**src/rtl/fp_mul_exp_pack.sv**
```systemverilog
// Sign/exponent/special-case stage after the mantissa multiplier: classifies operands,
// forms the biased exponent sum and packs the IEEE-754-style product over two pipeline stages.
module fp_mul_exp_pack #(
  parameter int EXP_WIDTH = 8,
  parameter int BIT_WIDTH = 23
) (
  input  logic                           clk,
  input  logic                           rst,
  input  logic                           in_valid,
  output logic                           in_ready,
  input  logic [EXP_WIDTH+BIT_WIDTH:0]   in_a,
  input  logic [EXP_WIDTH+BIT_WIDTH:0]   in_b,
  input  logic [BIT_WIDTH-1:0]           in_mant,
  input  logic                           in_carry,
  output logic                           out_valid,
  input  logic                           out_ready,
  output logic [EXP_WIDTH+BIT_WIDTH:0]   out_result,
  output logic                           out_overflow,
  output logic                           out_underflow,
  output logic                           out_invalid
);
  localparam int W  = 1 + EXP_WIDTH + BIT_WIDTH;
  localparam int EW = EXP_WIDTH + 2;
  localparam logic [EW-1:0] BIAS_EXT = EW'((1 << (EXP_WIDTH - 1)) - 1);
  localparam logic [EW-1:0] EMAX_EXT = {2'b00, {EXP_WIDTH{1'b1}}};

  localparam logic [1:0] CLS_NORM = 2'd0;
  localparam logic [1:0] CLS_ZERO = 2'd1;
  localparam logic [1:0] CLS_INF  = 2'd2;
  localparam logic [1:0] CLS_NAN  = 2'd3;

  logic                 s1_valid_reg, s2_valid_reg;
  logic                 s1_ready, s2_ready;
  logic                 s1_sign_reg;
  logic [1:0]           s1_class_reg;
  logic [EW-1:0]        s1_exp_sum_reg;
  logic [BIT_WIDTH-1:0] s1_mant_reg;
  logic [W-1:0]         s2_result_reg;
  logic                 s2_ovf_reg, s2_unf_reg, s2_inv_reg;

  logic                 a_sign, b_sign;
  logic [EXP_WIDTH-1:0] a_exp, b_exp;
  logic [BIT_WIDTH-1:0] a_frac, b_frac;
  logic                 a_max, b_max, a_zero, b_zero, a_nan, b_nan, a_inf, b_inf;
  logic [1:0]           class_next;
  logic [EW-1:0]        exp_sum_next;

  assign s2_ready = !s2_valid_reg || out_ready;
  assign s1_ready = !s1_valid_reg || s2_ready;
  assign in_ready = s1_ready;

  assign a_sign = in_a[W-1];
  assign b_sign = in_b[W-1];
  assign a_exp  = in_a[W-2 -: EXP_WIDTH];
  assign b_exp  = in_b[W-2 -: EXP_WIDTH];
  assign a_frac = in_a[BIT_WIDTH-1:0];
  assign b_frac = in_b[BIT_WIDTH-1:0];

  assign a_max  = &a_exp;
  assign b_max  = &b_exp;
  assign a_zero = ~|a_exp;
  assign b_zero = ~|b_exp;
  assign a_nan  = a_max && (|a_frac);
  assign b_nan  = b_max && (|b_frac);
  assign a_inf  = a_max && !(|a_frac);
  assign b_inf  = b_max && !(|b_frac);

  // Two's-complement sum in EW bits; the two guard bits hold both the overflow and negative ranges.
  assign exp_sum_next = {2'b00, a_exp} + {2'b00, b_exp} - BIAS_EXT + {{(EW-1){1'b0}}, in_carry};

  always_comb begin
    class_next = CLS_NORM;
    if (a_nan || b_nan || (a_inf && b_zero) || (b_inf && a_zero))
      class_next = CLS_NAN;
    else if (a_inf || b_inf)
      class_next = CLS_INF;
    else if (a_zero || b_zero)
      class_next = CLS_ZERO;
  end

  logic [W-1:0] result_next;
  logic         ovf_next, unf_next, inv_next;
  logic         exp_big, exp_small;

  assign exp_big   = $signed(s1_exp_sum_reg) >= $signed(EMAX_EXT);
  assign exp_small = s1_exp_sum_reg[EW-1] || (s1_exp_sum_reg == '0);

  always_comb begin
    result_next = {s1_sign_reg, s1_exp_sum_reg[EXP_WIDTH-1:0], s1_mant_reg};
    ovf_next    = 1'b0;
    unf_next    = 1'b0;
    inv_next    = 1'b0;
    case (s1_class_reg)
      CLS_NAN: begin
        result_next = {1'b0, {EXP_WIDTH{1'b1}}, 1'b1, {(BIT_WIDTH-1){1'b0}}};
        inv_next    = 1'b1;
      end
      CLS_INF:  result_next = {s1_sign_reg, {EXP_WIDTH{1'b1}}, {BIT_WIDTH{1'b0}}};
      CLS_ZERO: result_next = {s1_sign_reg, {(W-1){1'b0}}};
      default: begin
        if (exp_big) begin
          result_next = {s1_sign_reg, {EXP_WIDTH{1'b1}}, {BIT_WIDTH{1'b0}}};
          ovf_next    = 1'b1;
        end else if (exp_small) begin
          result_next = {s1_sign_reg, {(W-1){1'b0}}};
          unf_next    = 1'b1;
        end
      end
    endcase
  end

  always_ff @(posedge clk) begin
    if (rst) begin
      s1_valid_reg   <= 1'b0;
      s2_valid_reg   <= 1'b0;
      s1_sign_reg    <= 1'b0;
      s1_class_reg   <= CLS_NORM;
      s1_exp_sum_reg <= '0;
      s1_mant_reg    <= '0;
      s2_result_reg  <= '0;
      s2_ovf_reg     <= 1'b0;
      s2_unf_reg     <= 1'b0;
      s2_inv_reg     <= 1'b0;
    end else begin
      // Each stage loads only when its consumer has room, so held data stays bit-stable.
      if (s1_ready) begin
        s1_valid_reg <= in_valid;
        if (in_valid) begin
          s1_sign_reg    <= a_sign ^ b_sign;
          s1_class_reg   <= class_next;
          s1_exp_sum_reg <= exp_sum_next;
          s1_mant_reg    <= in_mant;
        end
      end
      if (s2_ready) begin
        s2_valid_reg <= s1_valid_reg;
        if (s1_valid_reg) begin
          s2_result_reg <= result_next;
          s2_ovf_reg    <= ovf_next;
          s2_unf_reg    <= unf_next;
          s2_inv_reg    <= inv_next;
        end
      end
    end
  end

  assign out_valid     = s2_valid_reg;
  assign out_result    = s2_result_reg;
  assign out_overflow  = s2_valid_reg && s2_ovf_reg;
  assign out_underflow = s2_valid_reg && s2_unf_reg;
  assign out_invalid   = s2_valid_reg && s2_inv_reg;
endmodule

```
**config.mk**
```make
export PLATFORM = sky130hd
export DESIGN_NAME = fp_mul_exp_pack
export DESIGN_NICKNAME = d
export VERILOG_FILES = /design/src/rtl/fp_mul_exp_pack.sv
export SDC_FILE = /design/constraint.sdc
export NUM_CORES = 1
export LEC_CHECK = 0
export BUFFER_PORTS_ARGS = -buffer_cell sky130_fd_sc_hd__buf_2
export CAP_MARGIN = 20
export CORE_ASPECT_RATIO = 0.5
export CORE_MARGIN = 1.5
export CORE_UTILIZATION = 53
export DETAILED_ROUTE_END_ITERATION = 16
export PLACE_DENSITY_LB_ADDON = 0.25
export RECOVER_POWER = 100
export REMOVE_ABC_BUFFERS = 1
export SYNTH_ARGS = -nofsm -noshare
export SYNTH_HDL_FRONTEND = slang
export SYNTH_SLANG_ARGS = --single-unit
```
**constraint.sdc**
```tcl
create_clock -name clk -period 3.07 [get_ports clk]
set_clock_uncertainty 0.15 [all_clocks]
set_input_delay 0.1535 -clock clk [delete_from_list [all_inputs] [get_ports clk]]
set_output_delay 0.1535 -clock clk [all_outputs]
set_load 0.02 [all_outputs]
```
After elaboration in Yosys (flattened, before gate mapping). Cells that the tools add are included.

Add/sub/neg operators: 3. $lt $le $gt $ge: 1. Equality and inequality tests: 3. Multiplexer cells: 12. Bitwise gates (word level): 1. Reduce and logical (&&, ||, !) cells: 33.

Operator list (count): $pmux W32 S3 (1); $mux W31 (2); $reduce_or A23 Y1 (2); $reduce_and A8 Y1 (2); $reduce_or A8 Y1 (2); $add A10 B1 Y10 (1); $ge A10 B9 Y1 const B (1); $logic_not A10 Y1 (1); $sub A9 B7 Y10 const B (1); $add A8 B8 Y9 (1); $logic_and A1 B1 Y1 (9); $logic_or A1 B1 Y1 (8); $mux W1 (7); $logic_not A1 Y1 (6); $eq A2 B2 Y1 const B (2); $mux W2 (2); $reduce_and A2 Y1 (2); $reduce_or A3 Y1 (1); $eq A2 B1 Y1 const B (1); $xor A1 B1 Y1 (1).

Register bits after elaboration: 73. Input port bits: 92. Logic and storage cells: 63.

Logic depth before layout (Yosys ltp). Gate-level depths: netlist of run 1.

Depth after elaboration: 7. Gate-level depth with buffers: 11. Depth with buffers taken out: 11.

Worst setup path after synthesis of run 1. No wires, ideal clock.

Path type: in2reg. From: in in_a[23]. To: reg s1_exp_sum_reg[6]. Setup time: 0.087 ns. Arrival: 1.778 ns. Data required time: 2.833 ns. Slack: 1.055 ns. Stages on the path: 11. Cell sequence: inv_1 -> ha_1 -> inv_1 -> ha_1 -> inv_1 -> fa_1 -> nor2b_1 -> o2111a_1 -> nor3_1 -> xor2_1 -> o31ai_1.

Longest elaborated chain between the ends: 3.

Ends and longest elaborated chain: from (decl) (RTL line 11) `input logic [EXP_WIDTH+BIT_WIDTH:0] in_a,`; $add A8 B8 Y9 (RTL line 69) `assign exp_sum_next = {2'b00, a_exp} + {2'b00, b_exp} - BIAS_EXT + {{(EW-1){1'b0}}, in_carry};`; $sub A9 B7 Y10 (RTL line 69); $add A10 B1 Y10 (RTL line 69); to (signal assigned) (RTL line 131) `s1_exp_sum_reg <= exp_sum_next;`; to (decl) (RTL line 36) `logic [EW-1:0] s1_exp_sum_reg;`.

No other way between the ends. A chain may end at the register's enable or synchronous reset.

Worst setup path after layout of run 1.
From: reg s2_valid_reg, in the netlist out_valid. To: reg s2_result_reg[18], in the netlist out_result[18].

Longest elaborated chain between the ends: 3.

Ends and longest elaborated chain: from (decl) (RTL line 32) `logic s1_valid_reg, s2_valid_reg;`; from (signal assigned) (RTL line 136) `s2_valid_reg <= s1_valid_reg;`; $logic_not A1 Y1 (RTL line 48) `assign s2_ready = !s2_valid_reg || out_ready;`; $logic_or A1 B1 Y1 (RTL line 48); $reduce_and A2 Y1 (no line); to (signal assigned) (RTL line 138) `s2_result_reg <= result_next;`; to (decl) (RTL line 38) `logic [W-1:0] s2_result_reg;`.

No other way between the ends.

==> out/metrics.yaml, run 1 <==
power:
  max-vdd-ir-drop_mv: 0.3200
  leakagePower_nw: 1.925
  finalPower_mw: 2.531
  power_density_nw_per_um2: 558.6
clocking:
  cts_tree: "built"
  path_clk_slew_ps: 60
  cts_inserted_buffers: 9
  cts.sinks: 73
  post_cts_buffers: 0
  clk_latency_ps: 320
  clk_path_buf_depth: 2
  htreeDepth: 3
  clockRootBuffer: "clkbuf_16"
setup_path:
  required_ps: 3190
  worstPathCellList: "nor2b_1 -> nor2b_4 -> o2111ai_1 -> nor4_4 -> clkbuf_2 -> a22o_2"
  timing_worst_setup_path_type: "flip-flop to flip-flop"
  cp-end-kind: "flip-flop"
  start_kind: "flip-flop"
  arrival_ps: 2470
  path_buf_inv: 1
  timing.rr.end: "out_result[18]$_SDFFE_PP0P_"
  critPathCapture: "out_result[18]$_SDFFE_PP0P_"
  reg2reg_from: "out_valid$_SDFFE_PP0P_"
  cp_slowest_cell: "clkbuf_2"
  rr_worst_depth: 6
  max_stage_delay_ps: 470
  cp_num_cells: 6
  cpLargestDelayFamily: "simple AND/OR/NAND/NOR gates"
  worstPathMaxFanout: 23
  rrSetupSlack_ps: 720
  setup.worst_path.start: "out_valid$_SDFFE_PP0P_"
global_routing:
  grt_pass1_wl_um: 12510
  grt_pass1_vias: 2827
  grt_overflow_total: 0
  grtUsageTotal: 0.2331
  grt_start_max_net_pins: 40
  antenna_found_initial: 0
final_layout:
  fin_area_sq_um: 4531
  synthToLayoutAreaGrowth_pct: 35.62
  drive_above_1_share: 0.2618
  n_antenna_cell: 0
  largest_reg_flops: 32
  fin_nets: 635
routing:
  wl_per_cell_um: 12.87
  vias_per_cell: 5.296
  ant_nets: 0
  firstDrtPassIters: 4
  drc: 0
  finalWirelength_um: 7967
  drt-initial-drc-count: 172
  vias: 3278
die:
  ios: 129
  die_y_um: 59.14
  dieWidth_um: 115.3
  row_count: 20
  core_region_area_sq_um: 6081
  start_util: 0.5494
  die-area_sq_um: 6818
sta:
  period_needed_ps: 2353
  slew_viol_final: 0
  hold_ws_ps: 18.73
  min_period_over_period: 0.7664
  tightest_slew_ps: 732.2
  rsz0062_at_grt: "no"
  setup_viol: 0
  setup_tns_ps: 0
  fmax_ghz: 0.4250
  hold_viol_final: 0
  relSlewSlack: 0.5119
synthesis:
  synthFlopType: "dfxtp_1"
  yosys_warnings: 0
  synth_edf_count: 0
  ys_ff_latch: 73
  ys_seq_area_frac: 0.4375
  ys_async_sr_fraction: 0
  postSynthCellCount: 377
  synth.avg_cell_area_sq_um: 8.861
  synth_area_sq_um: 3341
  synth_cell_types: 49
place:
  place_area_sq_um: 4023
  routabilityCongestion: 0.7661
  dp.final_hpwl_um: 5435
  port_buffers: 128
min_path:
  min_path_type: "input pin to flip-flop"
  hp-start: "in_b[31]"
outcome:
  status: "finished, final reports clean"
run:
  maxCapViolCount: 0
[synth_stat cells, drive strengths merged (2+ instances only)]
| cell type | count | area [sq um] |
|---|---|---|
| a211oi | 3 | 22.52 |
| a21oi | 36 | 183.9 |
| a221oi | 2 | 17.52 |
| a22o | 22 | 220.2 |
| a311oi | 6 | 52.55 |
| and2 | 3 | 18.77 |
| and4 | 3 | 27.53 |
| buf | 6 | 38.78 |
| clkbuf | 13 | 58.80 |
| dfxtp | 73 | 1461 |
| ha | 16 | 200.2 |
| inv | 14 | 52.55 |
| nand2 | 63 | 236.5 |
| nand3 | 7 | 35.03 |
| nand3b | 7 | 52.55 |
| nand4 | 6 | 37.54 |
| nor2 | 25 | 93.84 |
| nor2b | 6 | 52.55 |
| nor3 | 9 | 45.04 |
| nor4 | 17 | 127.6 |
| o211ai | 2 | 15.01 |
| o21ai | 12 | 60.06 |
| o21bai | 2 | 15.01 |
| o221a | 2 | 22.52 |
| or3 | 5 | 31.28 |
| xor2 | 2 | 17.52 |
[how the worst min path moves through the flow]
stage / slack, ps / cells after the start / end
final: 20 / 3 / s1_sign_reg$_SDFFE_PP0P_
after CTS: 1 / 3 / s1_sign_reg$_SDFFE_PP0P_
after floorplan: 70 / 1 / out_result[31]$_SDFFE_PP0P_
after detailed placement: 250 / 3 / s1_mant_reg[18]$_SDFFE_PP0P_
after global routing: 20 / 3 / s1_sign_reg$_SDFFE_PP0P_
after global placement: 250 / 3 / s1_mant_reg[19]$_SDFFE_PP0P_
[placed cells by master, fill, tap and decap left out, types with 3 or more instances in the layout]
cell / synthesis / routed
o21ai_0: 12 / 12
inv_1: 14 / 14
clkbuf_1: 12 / 39
nor3_1: 9 / 9
nor2b_1: 4 / 5
ha_1: 16 / 16
or3_1: 5 / 5
dfxtp_1: 73 / 73
a211oi_1: 3 / 3
nand3_1: 7 / 7
a22o_2: 22 / 22
a311oi_1: 6 / 6
nand2_1: 63 / 63
nand3b_1: 7 / 7
nor4_1: 15 / 15
dlygate4sd3_1: 0 / 25
nand4_1: 6 / 6
clkbuf_16: 0 / 9
nor2_1: 25 / 25
a21oi_1: 35 / 35
buf_2: 1 / 89
buf_4: 0 / 3
and2_1: 3 / 3
[per-layer routing]
layer	global-route usage	up-vias	wire length, um
met3	0.05930	6	370
met2	0.4260	105	3815
met1	0.2794	1498	3721
met4	0.05996	0	60
met5	0	-	0
li1	-	1669	-
[logic make-up (layout without fill, tap and decap cells)]
| kind of cell | after synthesis | in the layout | synth area share |
|---|---|---|---|
| AND/OR/NAND/NOR | 155 | 155 | 0.2360 |
| AO/OA/AOI/OAI | 95 | 95 | 0.2041 |
| flip-flops | 73 | 73 | 0.4375 |
| buffers and inverters | 34 | 188 | 0.04868 |
| adder cells (fa/ha/maj) | 17 | 17 | 0.06592 |
| XOR/XNOR | 3 | 3 | 0.007867 |
[power by group]
part	leakage (nW)	switching, mW	internal (mW)	total, mW
Sequential	0.597	0.0369	0.999	1.04
Combinational	1.17	0.198	0.168	0.365
Clock	0.159	0.394	0.736	1.13
Total	1.93	0.629	1.90	2.53
[what timing repair did]
item | 4_1_cts | 5_1_grt
resized for setup | 0 | 0
hold endpoints to repair | 25 | 0
hold buffers | 25 | 0
[worst reg2reg max path: cells and delay by family, from the launching register on]
family | cells | cell delay [ps]
buffers and inverters | 1 | 470
flip-flops | 1 | 350
AND/OR/NAND/NOR | 3 | 820
AO/OA/AOI/OAI | 2 | 520
[layout make-up]
class / instances / area [sq um]
inverters: 14 / 52.55
well taps: 88 / 110.1
repair buffers: 158 / 874.6
clock buffers: 10 / 239.0
multi-input cells: 270 / 1703
fillers: 501 / 1550
flip-flops and latches: 73 / 1461
clock inverters: 6 / 90.09
[through the flow]
step,util,instances,setup WS [ps]
2_1_floorplan,-,357,720.0
3_3_place_gp,0.6615,578,833.4
3_5_place_dp,0.6615,578,794.0
4_1_cts,0.7568,619,990.2
5_1_grt,0.7451,619,519.4
6_report,0.7451,619,717.2
(Power assumes the default switching activity.)
==> run 2: changes to the inputs <==
- CORE_UTILIZATION: 53 -> 49
- clock period: 3.07 -> 2.2 ns (I/O delays scaled with it)
==> run 2 against run 1 <==
Routed wire length up 6.6%. Register-to-register slack got worse by 520 ps. Highest routed layer unchanged. Combinational power is 48% higher. Largest power group is now registers. Utilization is 5.8 points lower. Final area up 0.88%.
==> out/metrics.yaml, run 2 (synthesized netlist as in run 1, its figures left out) <==
clocking:
  hold_buffers: 27
  clk_path_buf_depth: 2
  cts_tree: "built"
  post_cts_buffers: 0
  cts.sinks: 73
  path_clk_slew_ps: 60
  cts_inserted_buffers: 9
  clockRootBuffer: "clkbuf_16"
  clk_latency_ps: 320
  cts_resized: 0
  htreeDepth: 3
routing:
  wl_per_cell_um: 13.44
  ant_nets: 0
  drt-initial-drc-count: 180
  firstDrtPassIters: 4
  vias_per_cell: 5.206
  vias: 3290
  drc: 0
  finalWirelength_um: 8494
setup_path:
  arrival_ps: 2120
  worstPathCellList: "and4_2 -> a21oi_2 -> o2111ai_1 -> nor4_1 -> buf_12 -> a22o_2"
  required_ps: 2320
  cp_slowest_cell: "nor4_1"
  timing_worst_setup_path_type: "flip-flop to flip-flop"
  worstPathMaxFanout: 23
  cp-end-kind: "flip-flop"
  start_kind: "flip-flop"
  max_stage_delay_ps: 510
place:
  port_buffers: 128
  dp.final_hpwl_um: 5830
  dp_cells: 589
  routabilityCongestion: 0.8199
die:
  ios: 129
  start_util: 0.5025
  core_region_area_sq_um: 6648
  row_count: 21
  die_y_um: 61.39
  dieWidth_um: 119.8
  die-area_sq_um: 7352
final_layout:
  layout_commonest_cell: "buf_2"
  synthToLayoutAreaGrowth_pct: 36.82
  n_antenna_cell: 0
  mostFrequentLayoutCells: "buf_2, dfxtp_1, nand2_1"
  instances_no_fill: 632
  fin_nets: 644
  largest_reg_flops: 32
  drive_above_1_share: 0.2630
sta:
  tightest_slew_ps: 557.0
  setup_viol: 0
  min_period_over_period: 0.9082
  relSlewSlack: 0.6252
  hold_viol_final: 0
  fmax_ghz: 0.5005
  rsz0062_at_grt: "no"
  period_needed_ps: 1998
  setup_tns_ps: 0
  slew_viol_final: 0
  hold_ws_ps: 64.06
global_routing:
  grt_overflow_total: 0
  grt_pass1_wl_um: 13520
  grtUsageTotal: 0.2336
  grt_pass1_vias: 3075
  grt_start_max_net_pins: 32
  antenna_found_initial: 0
power:
  leakagePower_nw: 1.943
  p_sw_mw: 0.8753
  p_int_mw: 2.530
  power_density_nw_per_um2: 745.0
  clkPwrFrac: 0.417
  p_comb_frac: 0.158
  p_sw_frac: 0.2571
  power_frac_seq: 0.425
  max-vdd-ir-drop_mv: 0.4432
min_path:
  min_path_type: "input pin to flip-flop"
run:
  maxCapViolCount: 0
outcome:
  status: "finished, final reports clean"
[run 2: cell count changes in the layout (fill, tap and decap cells not counted), moves of 2 or more]
cell | before | now
buf_2 | 89 | 87
buf_4 | 3 | 8
clkbuf_1 | 39 | 42
dlygate4sd3_1 | 25 | 27
[run 2: worst paths after layout]
kind,startpoint,end,slack [ps],depth (start not counted)
worst max-delay path,s1_exp_sum_reg[4]$_SDFFE_PP0P_,out_result[8]$_SDFFE_PP0P_,200,6
worst min-delay path,rst,s1_exp_sum_reg[2]$_SDFFE_PP0P_,60,2
worst max register to register,s1_exp_sum_reg[4]$_SDFFE_PP0P_,out_result[8]$_SDFFE_PP0P_,200,6
worst min register to register,s2_unf_reg$_SDFFE_PP0P_,s2_unf_reg$_SDFFE_PP0P_,300,2
[run 2: routing by layer]
metal  up-vias  share of wire  track usage
li1       1675              -            -
met1      1499           0.43       0.2612
met2       107           0.50       0.4704
met3         9          0.052      0.03889
met4         0          0.014      0.08163
met5         -              0            0
[run 2: critical path: cells and delay by family (launching register included)]
kind	cells	cell delay [ps]
compound gates	3	460
buf+inv	1	240
flops	1	340
simple gates	2	760
[run 2: stage by stage]
step	setup slack, ps	cell area (sq um)	power, mW	utilization
after detailed placement	2.904	4093	1.984	0.6157
after global placement	42.59	4093	1.974	0.6157
after floorplan	-150.0	3231	1.754	-
after CTS	334.7	4659	3.442	0.7009
final	201.9	4571	3.405	0.6876
after global routing	76.89	4571	3.557	0.6876
[run 2: final cells by class]
type                            instances  area, sq um
Fill cell                             570         2077
Clock inverter                          6        67.56
Sequential cell                        73         1461
Tap cell                               92        115.1
Inverter                               14        52.55
Clock buffer                           10        229.0
Timing Repair Buffer                  167        957.2
Multi-Input combinational cell        270         1688
[run 2: power groups by stage]
stage | Sequential [mW] | Combinational [mW] | Clock (mW)
floorplan | 1.49 | 0.267 | 0
global placement | 1.47 | 0.504 | 0
CTS | 1.45 | 0.554 | 1.44
detailed placement | 1.47 | 0.511 | 0
finish | 1.45 | 0.539 | 1.42
global route | 1.45 | 0.603 | 1.50
